[src/rtl/coprocessor_pkg.sv]
// Shared types and constants for the coprocessor host sequencer.
// Config word layout: mu [23:16], gamma [15:8], lambda [7:0].
package coprocessor_pkg;

  typedef enum logic [2:0] {
    ST_IDLE,
    ST_FETCH,
    ST_CFG_WAIT,
    ST_WAIT_RESULT,
    ST_RELEASE,
    ST_ROW_GAP,
    ST_DONE
  } seq_state_e;

  localparam int unsigned CFG_MU_MSB     = 23;
  localparam int unsigned CFG_MU_LSB     = 16;
  localparam int unsigned CFG_GAMMA_MSB  = 15;
  localparam int unsigned CFG_GAMMA_LSB  = 8;
  localparam int unsigned CFG_LAMBDA_MSB = 7;
  localparam int unsigned CFG_LAMBDA_LSB = 0;

  localparam int unsigned CONFIG_ADDR = 0;

endpackage

[src/rtl/host_mem_bridge.sv]
// Registered memory-port stage: config fetch override, else forwards the
// processor command with write taking priority over read.
module host_mem_bridge
  import coprocessor_pkg::*;
#(
  parameter int unsigned width           = 96,
  parameter int unsigned memory_size_log = 8
) (
  input  logic                       in_clk,
  input  logic                       in_reset,
  input  logic                       i_fetch,
  input  logic                       i_forward,
  input  logic                       i_proc_read_en,
  input  logic                       i_proc_write_en,
  input  logic [memory_size_log-1:0] i_proc_address,
  input  logic [width-1:0]           i_proc_data,
  output logic [memory_size_log-1:0] o_mem_address,
  output logic                       o_mem_read_en,
  output logic                       o_mem_write_en,
  output logic [width-1:0]           o_mem_data
);

  always_ff @(posedge in_clk or posedge in_reset) begin
    if (in_reset) begin
      o_mem_address  <= '0;
      o_mem_read_en  <= 1'b0;
      o_mem_write_en <= 1'b0;
      o_mem_data     <= '0;
    end else if (i_fetch) begin
      o_mem_address  <= memory_size_log'(CONFIG_ADDR);
      o_mem_read_en  <= 1'b1;
      o_mem_write_en <= 1'b0;
      o_mem_data     <= '0;
    end else if (i_forward && i_proc_write_en) begin
      o_mem_address  <= i_proc_address;
      o_mem_read_en  <= 1'b0;
      o_mem_write_en <= 1'b1;
      o_mem_data     <= i_proc_data;
    end else if (i_forward && i_proc_read_en) begin
      o_mem_address  <= i_proc_address;
      o_mem_read_en  <= 1'b1;
      o_mem_write_en <= 1'b0;
      o_mem_data     <= '0;
    end else begin
      // Idle port: enables drop, address/data hold their last value.
      o_mem_read_en  <= 1'b0;
      o_mem_write_en <= 1'b0;
    end
  end

endmodule

[src/rtl/coprocessor_host_sequencer.sv]
// Host-side driver for the matrix coprocessor: fetches the job config, walks
// the lambda x gamma index grid and owns the memory port while an index is live.
module coprocessor_host_sequencer
  import coprocessor_pkg::*;
#(
  parameter int unsigned cell_width      = 32,
  parameter int unsigned index_width     = 8,
  parameter int unsigned width           = 96,
  parameter int unsigned memory_size_log = 8,
  parameter int unsigned timeout_cycles  = 4096,
  parameter int unsigned timeout_width   = 13
) (
  input  logic                       in_clk,
  input  logic                       in_reset,
  input  logic                       in_start,
  output logic                       out_busy,
  output logic                       out_done,
  output logic                       out_error,
  output logic                       out_grant,
  output logic [index_width-1:0]     out_row_index,
  output logic [index_width-1:0]     out_col_index,
  output logic                       out_index_ready,
  output logic [index_width-1:0]     out_mu,
  output logic [cell_width-1:0]      out_config,
  input  logic                       in_result_ready,
  input  logic                       in_request,
  input  logic                       in_proc_mem_read_en,
  input  logic                       in_proc_mem_write_en,
  input  logic [memory_size_log-1:0] in_proc_mem_address,
  input  logic [width-1:0]           in_proc_mem_data,
  output logic [memory_size_log-1:0] out_mem_address,
  output logic                       out_mem_read_en,
  output logic                       out_mem_write_en,
  output logic [width-1:0]           out_mem_data,
  input  logic [width-1:0]           in_mem_data
);

  seq_state_e               r_state, w_state_next;
  logic                     r_busy, w_busy_next;
  logic                     r_done, w_done_next;
  logic                     r_error, w_error_next;
  logic                     r_grant, w_grant_next;
  logic                     r_index_ready, w_index_ready_next;
  logic [index_width-1:0]   r_row, w_row_next;
  logic [index_width-1:0]   r_col, w_col_next;
  logic [cell_width-1:0]    r_config, w_config_next;
  logic [timeout_width-1:0] r_timer, w_timer_next;

  logic                     w_start_accept;
  logic [cell_width-1:0]    w_mem_cfg;
  logic [index_width-1:0]   w_new_gamma, w_new_lambda, w_gamma, w_lambda;
  logic                     w_unused;

  assign w_start_accept = (r_state == ST_IDLE) && in_start;
  assign w_mem_cfg      = in_mem_data[cell_width-1:0];
  assign w_new_gamma    = index_width'(w_mem_cfg[CFG_GAMMA_MSB:CFG_GAMMA_LSB]);
  assign w_new_lambda   = index_width'(w_mem_cfg[CFG_LAMBDA_MSB:CFG_LAMBDA_LSB]);
  assign w_gamma        = index_width'(r_config[CFG_GAMMA_MSB:CFG_GAMMA_LSB]);
  assign w_lambda       = index_width'(r_config[CFG_LAMBDA_MSB:CFG_LAMBDA_LSB]);
  assign w_unused       = ^{in_request, in_mem_data[width-1:cell_width]};

  always_ff @(posedge in_clk or posedge in_reset) begin
    if (in_reset) begin
      r_state       <= ST_IDLE;
      r_busy        <= 1'b0;
      r_done        <= 1'b0;
      r_error       <= 1'b0;
      r_grant       <= 1'b0;
      r_index_ready <= 1'b0;
      r_row         <= '0;
      r_col         <= '0;
      r_config      <= '0;
      r_timer       <= '0;
    end else begin
      r_state       <= w_state_next;
      r_busy        <= w_busy_next;
      r_done        <= w_done_next;
      r_error       <= w_error_next;
      r_grant       <= w_grant_next;
      r_index_ready <= w_index_ready_next;
      r_row         <= w_row_next;
      r_col         <= w_col_next;
      r_config      <= w_config_next;
      r_timer       <= w_timer_next;
    end
  end

  always_comb begin
    w_state_next       = r_state;
    w_busy_next        = r_busy;
    w_done_next        = 1'b0;
    w_error_next       = r_error;
    w_grant_next       = r_grant;
    w_index_ready_next = r_index_ready;
    w_row_next         = r_row;
    w_col_next         = r_col;
    w_config_next      = r_config;
    w_timer_next       = r_timer;
    unique case (r_state)
      ST_IDLE: begin
        if (in_start) begin
          w_state_next = ST_FETCH;
          w_busy_next  = 1'b1;
          w_error_next = 1'b0;
          w_row_next   = '0;
          w_col_next   = '0;
        end
      end
      ST_FETCH: w_state_next = ST_CFG_WAIT;
      ST_CFG_WAIT: begin
        w_config_next = w_mem_cfg;
        if (w_new_gamma == '0 || w_new_lambda == '0) begin
          w_state_next = ST_DONE;
          w_done_next  = 1'b1;
        end else begin
          w_state_next       = ST_WAIT_RESULT;
          w_index_ready_next = 1'b1;
          w_grant_next       = 1'b1;
          w_row_next         = '0;
          w_col_next         = '0;
          w_timer_next       = '0;
        end
      end
      ST_WAIT_RESULT: begin
        // A result arriving on the final timeout cycle still counts as success.
        if (in_result_ready) begin
          w_state_next       = ST_RELEASE;
          w_index_ready_next = 1'b0;
          w_grant_next       = 1'b0;
        end else if (r_timer == timeout_width'(timeout_cycles - 1)) begin
          w_state_next       = ST_DONE;
          w_done_next        = 1'b1;
          w_error_next       = 1'b1;
          w_index_ready_next = 1'b0;
          w_grant_next       = 1'b0;
        end else begin
          w_timer_next = r_timer + timeout_width'(1);
        end
      end
      ST_RELEASE: begin
        if (r_col < w_gamma - index_width'(1)) begin
          w_state_next       = ST_WAIT_RESULT;
          w_col_next         = r_col + index_width'(1);
          w_index_ready_next = 1'b1;
          w_grant_next       = 1'b1;
          w_timer_next       = '0;
        end else if (r_row < w_lambda - index_width'(1)) begin
          w_state_next = ST_ROW_GAP;
          w_col_next   = '0;
          w_row_next   = r_row + index_width'(1);
        end else begin
          w_state_next = ST_DONE;
          w_done_next  = 1'b1;
        end
      end
      ST_ROW_GAP: begin
        w_state_next       = ST_WAIT_RESULT;
        w_index_ready_next = 1'b1;
        w_grant_next       = 1'b1;
        w_timer_next       = '0;
      end
      ST_DONE: begin
        w_state_next = ST_IDLE;
        w_busy_next  = 1'b0;
      end
      default: w_state_next = ST_IDLE;
    endcase
  end

  host_mem_bridge #(
    .width           (width),
    .memory_size_log (memory_size_log)
  ) u_bridge (
    .in_clk          (in_clk),
    .in_reset        (in_reset),
    .i_fetch         (w_start_accept),
    .i_forward       (r_state == ST_WAIT_RESULT),
    .i_proc_read_en  (in_proc_mem_read_en),
    .i_proc_write_en (in_proc_mem_write_en),
    .i_proc_address  (in_proc_mem_address),
    .i_proc_data     (in_proc_mem_data),
    .o_mem_address   (out_mem_address),
    .o_mem_read_en   (out_mem_read_en),
    .o_mem_write_en  (out_mem_write_en),
    .o_mem_data      (out_mem_data)
  );

  assign out_busy        = r_busy;
  assign out_done        = r_done;
  assign out_error       = r_error;
  assign out_grant       = r_grant;
  assign out_index_ready = r_index_ready;
  assign out_row_index   = r_row;
  assign out_col_index   = r_col;
  assign out_config      = r_config;
  assign out_mu          = index_width'(r_config[CFG_MU_MSB:CFG_MU_LSB]);

endmodule

[config.mk]
export PLATFORM = sky130hd
export DESIGN_NAME = coprocessor_host_sequencer
export DESIGN_NICKNAME = d
export VERILOG_FILES = /design/src/rtl/coprocessor_pkg.sv /design/src/rtl/host_mem_bridge.sv /design/src/rtl/coprocessor_host_sequencer.sv
export SDC_FILE = /design/constraint.sdc
export NUM_CORES = 1
export LEC_CHECK = 0
export BUFFER_PORTS_ARGS = -buffer_cell sky130_fd_sc_hd__buf_2
export CAP_MARGIN = 20
export CORE_ASPECT_RATIO = 0.8
export CORE_MARGIN = 5
export CORE_UTILIZATION = 25
export CTS_CLUSTER_DIAMETER = 60
export DETAILED_ROUTE_END_ITERATION = 10
export HOLD_SLACK_MARGIN = 0.05
export PLACE_DENSITY = 0.51
export SYNTH_ARGS = -nofsm -noshare
export SYNTH_HDL_FRONTEND = slang
export SYNTH_SLANG_ARGS = --single-unit
[constraint.sdc]
create_clock -name in_clk -period 13.4 [get_ports in_clk]
set_input_delay 0.67 -clock in_clk [delete_from_list [all_inputs] [get_ports in_clk]]
set_output_delay 0.67 -clock in_clk [all_outputs]
set_load 0.01 [all_outputs]
# == Word level (Yosys, flattened, before mapping) ==
# Cells that the tools add are included.
# op_classes
add_sub_neg,5
reduce_logical,19
order_cmp,2
eq_ne,17
n_mux,48
# ops
cell,n
96-bit two-way mux,3
8-bit two-way mux,9
13-bit two-way mux,4
13-bit one-hot mux with 4 select lines,1
8-bit one-hot mux with 3 select lines,2
1-bit two-way mux,18
3-bit one-hot mux with 6 select lines,1
8-bit by 1-bit adder with 8-bit output (second input constant),2
8-bit zero test,2
8-bit < comparator,2
2-bit inequality test (second input constant),8
8-bit by 1-bit subtractor with 8-bit output (second input constant),2
3-bit two-way mux,5
13-bit by 1-bit adder with 13-bit output (second input constant),1
13-bit by 12-bit == test with 1-bit output (second input constant),1
4-bit AND reduction,3
5-bit AND reduction,2
3-bit == test (second input constant),3
3-bit by 2-bit == test with 1-bit output (second input constant),2
3-bit inequality test (second input constant),2
3-bit nonzero test,2
1-bit one-hot mux with 2 select lines,2
1-bit one-hot mux with 4 select lines,1
2-bit AND reduction,2
8 further kinds,11
# word_totals
regBits,174

# == Logic depth before layout (Yosys ltp) ==
# Gate-level depths: netlist (run 1).
# logic_depth
depth_word,5
mapped_depth,13

# == By module ==
# A second synthesis (run 1) with hierarchy kept.
# hier_totals
cells_unflattened,844
hier_area_um2,9138.8
# by_module_without_submodules
mod,cells_each,n_inst,area_per_inst_um2
host_mem_bridge,469,1,5301.3
coprocessor_host_sequencer,375,1,3837.4

# == Least setup slack after synthesis (run 1) ==
# Ideal clock, no wire load.
# synth_path
path_type,register to register
from,register r_config[2] (netlist: out_config[2])
to,register r_row[3] (netlist: out_row_index[3])
t_arrival_ns,2.808
required_time_ns,13.322
stages_incl_launch_ff,11
n_path_buf,0
synth_period_minus_slack_ns,2.886
slack_ns,10.514
cell_sequence,dfrtp_1 or4_1 nor4_1 xnor2_1 ha_1 nand2_1 o21ai_1 nor2_2 a21oi_4 or4_1 a21boi_1
# synth_between
elab_chain_len,4
# synth_lines
element,line,rtl
start: declaration,coprocessor_host_sequencer.sv:46,"logic [cell_width-1:0] r_config, w_config_next;"
start signal: assignment,coprocessor_host_sequencer.sv:83,r_config <= w_config_next;
8-bit by 1-bit subtractor with 8-bit output,coprocessor_host_sequencer.sv:147,end else if (r_row < w_lambda - index_width'(1)) begin
8-bit < comparator,coprocessor_host_sequencer.sv:147,
2-bit inequality test (no line),-,
5-bit AND reduction (no line),-,
end signal: assignment,coprocessor_host_sequencer.sv:81,r_row <= w_row_next;
end: declaration,coprocessor_host_sequencer.sv:44,"logic [index_width-1:0] r_row, w_row_next;"
# Every way passes these cells.
# A chain may end at the register's enable or synchronous reset.

# == Final worst setup path (run 1) ==
# layout_path
from,register r_config[2] (netlist: out_config[2])
to,register r_row[0] (netlist: out_row_index[0])
# The elaborated chain is that of the path after synthesis.

==> run summary, run 1 <==
Status: completed
Sequential area share after synthesis: 0.577
Vias: 6144
TritonCTS Sinks: 174
RSZ-0062 raised after global routing: false
Die Y-Extent: 165 um
Max Fclk: 308 MHz
IO buf count: 308
Ratio of cells with drive above 1 in the final layout: 0.415
Clock share of power: 0.223
Power per standard cell area: 219 mW/mm2
Fill count: 3086
Fin. Hold Viols: 0
Critical Path AT: 3.57 ns
Area leader, netlist: dfrtp_1
RePlAce Congestion: 0.768
Synth warnings: 0
Die W: 204 um
HPWL after DPL: 16900 um
Static leakage: 5.17 nW
Syn Area/Cell: 11.9 um2
Initial Utilization: 0.256
Number of setup buffers added after CTS: 0
Most used DFF post-synth: dfrtp_1
Num CTS Buffers: 17
Maxcap violations: 0
Core area: 0.0295 mm2
Net Sw Frac: 0.387
First-pass GRT wire length: 35400 um
Startpoint types: flip-flop
Worst Setup End Kind: flip-flop
Largest net degree at the start of global routing: 98
# rows: 56
DR pass1 iterations: 5
Netlist cell types: 56
Post-Syn Instances: 633
Critical path peak fanout: 8
Overall power: 2.19 mW
Vias in the first global route: 6037
Clock Skews: 0.0144 ns
Wire length per cell: 17.4 um
Worst-margin pin slew: 1.05 ns
Most frequent cells after synthesis: 174 x dfrtp_1, 98 x a22o_1, 46 x nand2_1, 35 x o21ai_0, 28 x mux2_2
Setup TNS: 0 ns
DRT antenna net count: 0
Die ar.: 0.0338 mm2
Worst vdd ir: 0.0000857 V
# H-tree levels: 4
Synth Net Count: 859
CTS resizes: 0
Most frequent cell after synthesis: dfrtp_1
Cell Int Power: 1.34 mW
Crit share post-route: 0.243
Number of remaining DRC errors: 0
Grt total ovfl: 0
Slew HR: 0.301
Area contributors post-synth: dfrtp_1 58%, a22o_1 11%, mux2_2 4.2%, ha_1 3.2%, o21ai_0 2.3%
CP required: 13.72 ns
Vias/cell: 4.59
Wirelength, routed: 23300 um
Share of power burned in registers: 0.374
Share of synthesized flip-flops with an asynchronous set or reset: 1.00
Fin. max-slew vios: 0
Initial DRC Count: 416
Total GRT Usage: 0.133
Clock-pin slew on the worst setup and hold paths: 0.07 ns
Cell Area, Synth: 0.00754 mm2
Synth top area share: 0.577
Nets: 1146
Final setup fails: 0
CTS tree: built
Initial antenna violation count: 0
Clock Root Buffer: clkbuf_16
Post-synthesis register bit count: 174
Syn-to-layout area delta: 32.9%
HP Class: primary input to asynchronous set/reset pin
IO Count: 374
Crit Path Class: flip-flop to flip-flop
CTS hold repair buffers: 0
Final min period: 3.25 ns
Skew-Pair Late Insertion Delay: 0.44 ns
Combinational fraction of design power: 0.402
Reported net switching power: 0.849 mW
Number of synthesized flops with an enable pin: 0
Clock tree buffer depth: 2
logic make-up (layout without fill, tap and decap cells):
family	after synthesis	after routing	share of synthesized area
AO/OA/AOI/OAI	190	190	0.196
XOR/XNOR	12	12	0.0139
adder cells (fa/ha/maj)	19	19	0.0315
buffers and inverters	53	352	0.0325
flip-flops	174	174	0.577
multiplexers	30	30	0.0446
other	0	1	0
AND/OR/NAND/NOR	155	155	0.104
worst max-delay path: stages, from the launching register on:
cell     delay, ns
dfrtp_1       0.44
or4_1         0.58
nor4_1        0.27
xnor2_1       0.16
ha_1          0.26
a21oi_1       0.15
o21ai_1       0.16
nor2_2        0.36
a21oi_4       0.16
nor2_1        0.26
mux2_1        0.35
power groups by stage:
stage,registers [mW],clock network [mW],logic (mW)
2_1_floorplan,0.876,0,0.522
3_3_place_gp,0.824,0,0.891
3_5_place_dp,0.825,0,0.900
4_1_cts,0.821,0.509,0.900
5_1_grt,0.848,0.531,0.972
6_report,0.820,0.490,0.882
sequential cells by signal (all words and copies together) (netlist names):
register / cells
r_state: 3
u_bridge.o_mem_read_en: 1
out_busy: 1
u_bridge.o_mem_address: 8
out_row_index: 8
u_bridge.o_mem_write_en: 1
out_col_index: 8
out_error: 1
out_done: 1
out_index_ready: 1
r_timer: 13
out_config: 32
u_bridge.o_mem_data: 96
path summary, 6_finish.rpt:
path	startpoint	endpoint	slack [ns]	cells past startpoint
hold / removal	in_reset	u_bridge.o_mem_data[0]$_DFFE_PP0P_	0.43	2
min in group in_clk	in_proc_mem_data[28]	u_bridge.o_mem_data[28]$_DFFE_PP0P_	0.45	2
max in group asynchronous	in_reset	u_bridge.o_mem_data[34]$_DFFE_PP0P_	11.75	4
hold reg to reg	u_bridge.o_mem_address[6]$_DFFE_PP0P_	u_bridge.o_mem_address[6]$_DFFE_PP0P_	0.47	2
setup / recovery	out_config[2]$_DFFE_PP0P_	out_row_index[0]$_DFFE_PP0P_	10.15	10
setup reg to reg	out_config[2]$_DFFE_PP0P_	out_row_index[0]$_DFFE_PP0P_	10.15	10
through the flow:
stage           util  setup WS (ns)  cell area [um2]  cells  hold slack (ns)
2_1_floorplan      -           8.01             7540    633            0.431
3_3_place_gp   0.319          10.20             9420   1306            0.455
3_5_place_dp   0.319          10.16             9420   1306            0.458
4_1_cts        0.339          10.14             9990   1337            0.425
5_1_grt        0.340           9.93            10000   1338            0.419
6_report       0.340          10.15            10000   1339            0.433
per-layer routing:
layer | global-route usage | wire length, um
met2 | 0.200 | 11000
met5 | 0 | 0
met4 | 0.0414 | 357
met3 | 0.0430 | 1230
met1 | 0.183 | 10700
final cells by class:
class | count | area (um2) | share of cell area
Sequential cell | 174 | 4350 | 0.435
Multi-Input combinational cell | 406 | 2960 | 0.295
Timing Repair Buffer | 312 | 1590 | 0.159
Tap cell | 406 | 508 | 0.0507
Clock buffer | 20 | 457 | 0.0456
Clock inverter | 11 | 110 | 0.0110
Inverter | 9 | 38.8 | 0.00387
Antenna cell | 1 | 2.50 | 0.000250
layout by cell type, fill, tap and decap left out, types with 3 or more instances in the layout:
master | netlist | routed
buf_2 | 10 | 308
dfrtp_1 | 174 | 174
a22o_1 | 98 | 98
nand2_1 | 46 | 46
o21ai_0 | 35 | 35
mux2_2 | 28 | 28
nor2_1 | 24 | 24
nand3_1 | 20 | 20
ha_1 | 19 | 19
clkbuf_16 | 0 | 17
and3_1 | 15 | 14
a21oi_1 | 13 | 13
nor3_1 | 10 | 10
xnor2_1 | 10 | 10
nor4_1 | 8 | 8
inv_1 | 9 | 8
o21ai_1 | 7 | 7
nand2b_1 | 5 | 5
or3_1 | 5 | 5
a31oi_1 | 5 | 5
o21a_1 | 6 | 5
a211o_1 | 4 | 4
nor3b_1 | 3 | 3
o31ai_1 | 3 | 3
nor2b_1 | 3 | 3
nand3b_1 | 3 | 3
inv_6 | 0 | 3
clkinv_4 | 0 | 3
buf_4 | 9 | 3
Note: power is estimated with default switching activity, not from simulation.
==> run 2, diff against run 1 <==
- ABC_AREA: not set -> 1
- PLACE_DENSITY: 0.51 -> 0.5
- clock period: 13.4 -> 3.2 ns (I/O delays scaled with it)
==> run summary, run 2 <==
Status: completed (unchanged)
Number of setup buffers added after CTS: 0 (unchanged)
Share of synthesized flip-flops with an asynchronous set or reset: 1.00 (unchanged)
Max Fclk: 376 MHz (was 308 MHz)
IO Count: 374 (unchanged)
Most used DFF post-synth: dfrtp_1 (unchanged)
Share of power burned in registers: 0.356 (was 0.374)
Multiplexer share of the synthesized area: 0 (was 0.0446)
Hold WS: 0.385 ns (was 0.433 ns)
Initial antenna violation count: 1 (was 0)
Startpoint types: flip-flop (unchanged)
Crit share post-route: 0.832 (was 0.243)
Worst vdd ir: 0.000351 V (was 0.0000857 V)
Area contributors post-synth: dfrtp_1 53%, nand2_1 13%, inv_1 6.7%, o21ai_1 4.9%, ha_1 2.9% (was dfrtp_1 58%, a22o_1 11%, mux2_2 4.2%, ha_1 3.2%, o21ai_0 2.3%)
DRT antenna net count: 0 (unchanged)
Clock tree buffer depth: 2 (unchanged)
Initial DRC Count: 313 (was 416)
Fin area: 0.0122 mm2 (was 0.0100 mm2)
Net Sw Frac: 0.415 (was 0.387)
Flop-to-flop setup slack: 0.54 ns (was 10.15 ns)
Sequential area share after synthesis: 0.535 (was 0.577)
CP required: 3.51 ns (was 13.72 ns)
Post-place instance area: 0.0101 mm2 (was 0.00942 mm2)
Total GRT Usage: 0.138 (was 0.133)
Biggest register: u_bridge.o_mem_data (unchanged)
Worst-margin pin slew: 0.678 ns (was 1.05 ns)
Nets: 1643 (was 1146)
RSZ-0062 raised after global routing: false (unchanged)
Grt total ovfl: 0 (unchanged)
CP delay by family, top: simple AND/OR/NAND/NOR gates (unchanged)
CP dominant cell by count: nand2_1
Reg-to-Reg End: r_timer[12]$_DFFE_PP0P_ (was out_row_index[0]$_DFFE_PP0P_)
Critical path peak fanout: 15 (was 8)
Synth Area in Adders: 0.0292 (was 0.0315)
Fin. max-slew vios: 0 (unchanged)
HP Class: primary input to flip-flop (was primary input to asynchronous set/reset pin)
Clock-pin slew on the worst setup and hold paths: 0.07 ns (about the same)
Clock Root Buffer: clkbuf_16 (unchanged)
Clock Skews: 0.0121 ns (was 0.0144 ns)
Syn-to-layout area delta: 49.2% (was 32.9%)
Static leakage: 6.28 nW (was 5.17 nW)
Worst Setup End Kind: flip-flop (unchanged)
Power per standard cell area: 860 mW/mm2 (was 219 mW/mm2)
Synth warnings: 0 (unchanged)
Most frequent cell after synthesis: nand2_1 (was dfrtp_1)
Area leader, netlist: dfrtp_1 (unchanged)
R2R cell count: 12 (was 10)
Largest net degree at the start of global routing: 122 (was 98)
Most common cell after layout, fill and taps aside: buf_2 (unchanged)
Ratio of cells with drive above 1 in the final layout: 0.269 (was 0.415)
Die W: 212 um (was 204 um)
Setup TNS: 0 ns (unchanged)
Largest register FFs: 96 (unchanged)
Synth Area in Compound Gates: 0.0902 (was 0.196)
Synth top area share: 0.535 (was 0.577)
Die ar.: 0.0363 mm2 (was 0.0338 mm2)
Max stage delay cell, worst path: dfrtp_1 (was or4_1)
Most frequent cells in the layout: 308 x buf_2, 291 x nand2_1, 174 x dfrtp_1 (was 308 x buf_2, 174 x dfrtp_1, 98 x a22o_1)
Synth Net Count: 1207 (was 859)
First-pass GRT wire length: 40300 um (was 35400 um)
Cell Int Power: 6.11 mW (was 1.34 mW)
Number of remaining DRC errors: 0 (unchanged)
Post-Syn Instances: 981 (was 633)
Num CTS Buffers: 17 (unchanged)
RePlAce Congestion: 0.798 (was 0.768)
Post-Synth Simple-Gate Area: 0.220 (was 0.104)
Dpl cells: 1684 (was 1306)
HPWL after DPL: 18300 um (was 16900 um)
Crit path cell chain: nor2_1 -> nand4_1 -> nor3_1 -> xnor2_1 -> ha_1 -> a21oi_1 -> o21a_1 -> nand2_1 -> nand2_2 -> nand2_2 -> nand2_1 -> nand2_1 (was or4_1 -> nor4_1 -> xnor2_1 -> ha_1 -> a21oi_1 -> o21ai_1 -> nor2_2 -> a21oi_4 -> nor2_1 -> mux2_1)
XOR/XNOR Fraction of Synth Area: 0.0226 (was 0.0139)
Vias: 7689 (was 6144)
# rows: 59 (was 56)
Final setup fails: 0 (unchanged)
Clock share of power: 0.214 (was 0.223)
Reported net switching power: 4.33 mW (was 0.849 mW)
RR Startpoint: out_config[10]$_DFFE_PP0P_ (was out_config[2]$_DFFE_PP0P_)
Slowest stage delay, CP: 0.44 ns (was 0.58 ns)
Vias in the first global route: 7545 (was 6037)
CTS tree: built (unchanged)
Fin cells: 1857 (was 1339)
Combinational fraction of design power: 0.431 (was 0.402)
Crit path from: out_config[10]$_DFFE_PP0P_ (was out_config[2]$_DFFE_PP0P_)
Bufs and invs on worst path: 0 (unchanged)
Syn Area/Cell: 8.30 um2 (was 11.9 um2)
Cell Area, Synth: 0.00814 mm2 (was 0.00754 mm2)
Slew HR: 0.548 (was 0.301)
Number of synthesized flops with an enable pin: 0 (unchanged)
Vias/cell: 4.14 (was 4.59)
Most frequent cells after synthesis: 291 x nand2_1, 174 x dfrtp_1, 146 x inv_1, 79 x o21ai_1, 46 x o21ai_0 (was 174 x dfrtp_1, 98 x a22o_1, 46 x nand2_1, 35 x o21ai_0, 28 x mux2_2)
Largest family of logic cells by synthesized area: simple AND/OR/NAND/NOR gates (was compound AO/OA/AOI/OAI gates)
Final min period: 2.66 ns (was 3.25 ns)
Critical Path AT: 2.97 ns (was 3.57 ns)
Wirelength, routed: 25900 um (was 23300 um)
Core area: 0.0323 mm2 (was 0.0295 mm2)
IO buf count: 308 (unchanged)
Netlist cell types: 30 (was 56)
# H-tree levels: 4 (unchanged)
Fin. Hold Viols: 0 (unchanged)
Wire length per cell: 13.9 um (was 17.4 um)
Crit Path Class: flip-flop to flip-flop (unchanged)
Initial Utilization: 0.252 (was 0.256)
Maxcap violations: 0 (unchanged)
Skew-Pair Late Insertion Delay: 0.44 ns (about the same)
Crit path depth: 12 (was 10)
Final core utilization: 0.376 (was 0.340)
Die Y-Extent: 171 um (was 165 um)
Post-synthesis register bit count: 174 (unchanged)
TritonCTS Sinks: 174 (unchanged)
DR pass1 iterations: 4 (was 5)
Worst setup endpoint: r_timer[12]$_DFFE_PP0P_ (was out_row_index[0]$_DFFE_PP0P_)
Number of inserted diodes: 0 (was 1)
[run 2: changes by cell type in the layout (fill, tap and decap cells not counted), sizes merged, moves of 7 or more]
cell         before  now
nand2            46  296
inv              12  162
dlygate4sd3       0  141
a22o             98    0
o21ai            42  125
mux2             29    0
nor2             26   52
nand3            21   45
nand4             1   21
and3             15    0
xor2              2   13
nor4              8    0
buf             312  319
[run 2: final cells by class]
type	instances	area, um2
clock inverters	13	173
clock buffers	19	453
multi-input cells	607	2960
inverters	157	593
fillers	3326	20200
well taps	427	534
flip-flops and latches	174	4350
repair buffers	460	3090
[run 2: how the worst min path moves through the flow]
stage	from	to	slack, ns	cells after the start
floorplan	in_proc_mem_write_en	u_bridge.o_mem_read_en$_DFF_PP0_	0.27	1
global placement	in_mem_data[18]	out_config[18]$_DFFE_PP0P_	0.36	3
detailed placement	in_mem_data[31]	out_config[31]$_DFFE_PP0P_	0.37	3
CTS	in_proc_mem_read_en	u_bridge.o_mem_data[69]$_DFFE_PP0P_	0.38	4
global route	in_proc_mem_read_en	u_bridge.o_mem_data[53]$_DFFE_PP0P_	0.42	4
finish	in_proc_mem_read_en	u_bridge.o_mem_data[69]$_DFFE_PP0P_	0.38	4
[run 2: worst reg2reg max path: cells and delay by family, from the launching register on]
kind / cells / cell delay (ns)
flops: 1 / 0.44
simple gates: 8 / 1.36
xor+xnor: 1 / 0.15
fa+ha+maj: 1 / 0.26
compound gates: 2 / 0.31
[run 2: power groups by stage]
stage          logic, mW  registers (mW)  clock network, mW
2_1_floorplan       2.24            4.14                  0
3_3_place_gp        4.39            3.72                  0
3_5_place_dp        4.43            3.74                  0
4_1_cts             4.58            3.71               2.32
5_1_grt             5.04            3.86               2.41
6_report            4.50            3.72               2.23
[run 2: cells by family after synthesis]
family	after synthesis
fa+ha+maj	19
buf+inv	200
compound gates	142
flops	174
simple gates	425
xor+xnor	21
[run 2: per-stage QoR]
step	power, mW	setup WS [ns]
2_1_floorplan	6.38	0.815
3_3_place_gp	8.11	0.587
3_5_place_dp	8.17	0.558
4_1_cts	10.6	0.529
5_1_grt	11.3	0.277
6_report	10.4	0.538
[run 2: timing repair]
action | in CTS | in global routing
gates resized for setup | 0 | 0
hold endpoints to repair | 314 | 0
hold buffers | 141 | 0
[run 2: metal layers]
metal  vias up  wire, um  track usage  share of wire
met5         -         7            0        0.00027
met2       145     12400        0.224           0.48
li1       3926         -            -              -
met1      3571     11800        0.184           0.46
met4         2       642       0.0454          0.025
met3        45       998       0.0330          0.039
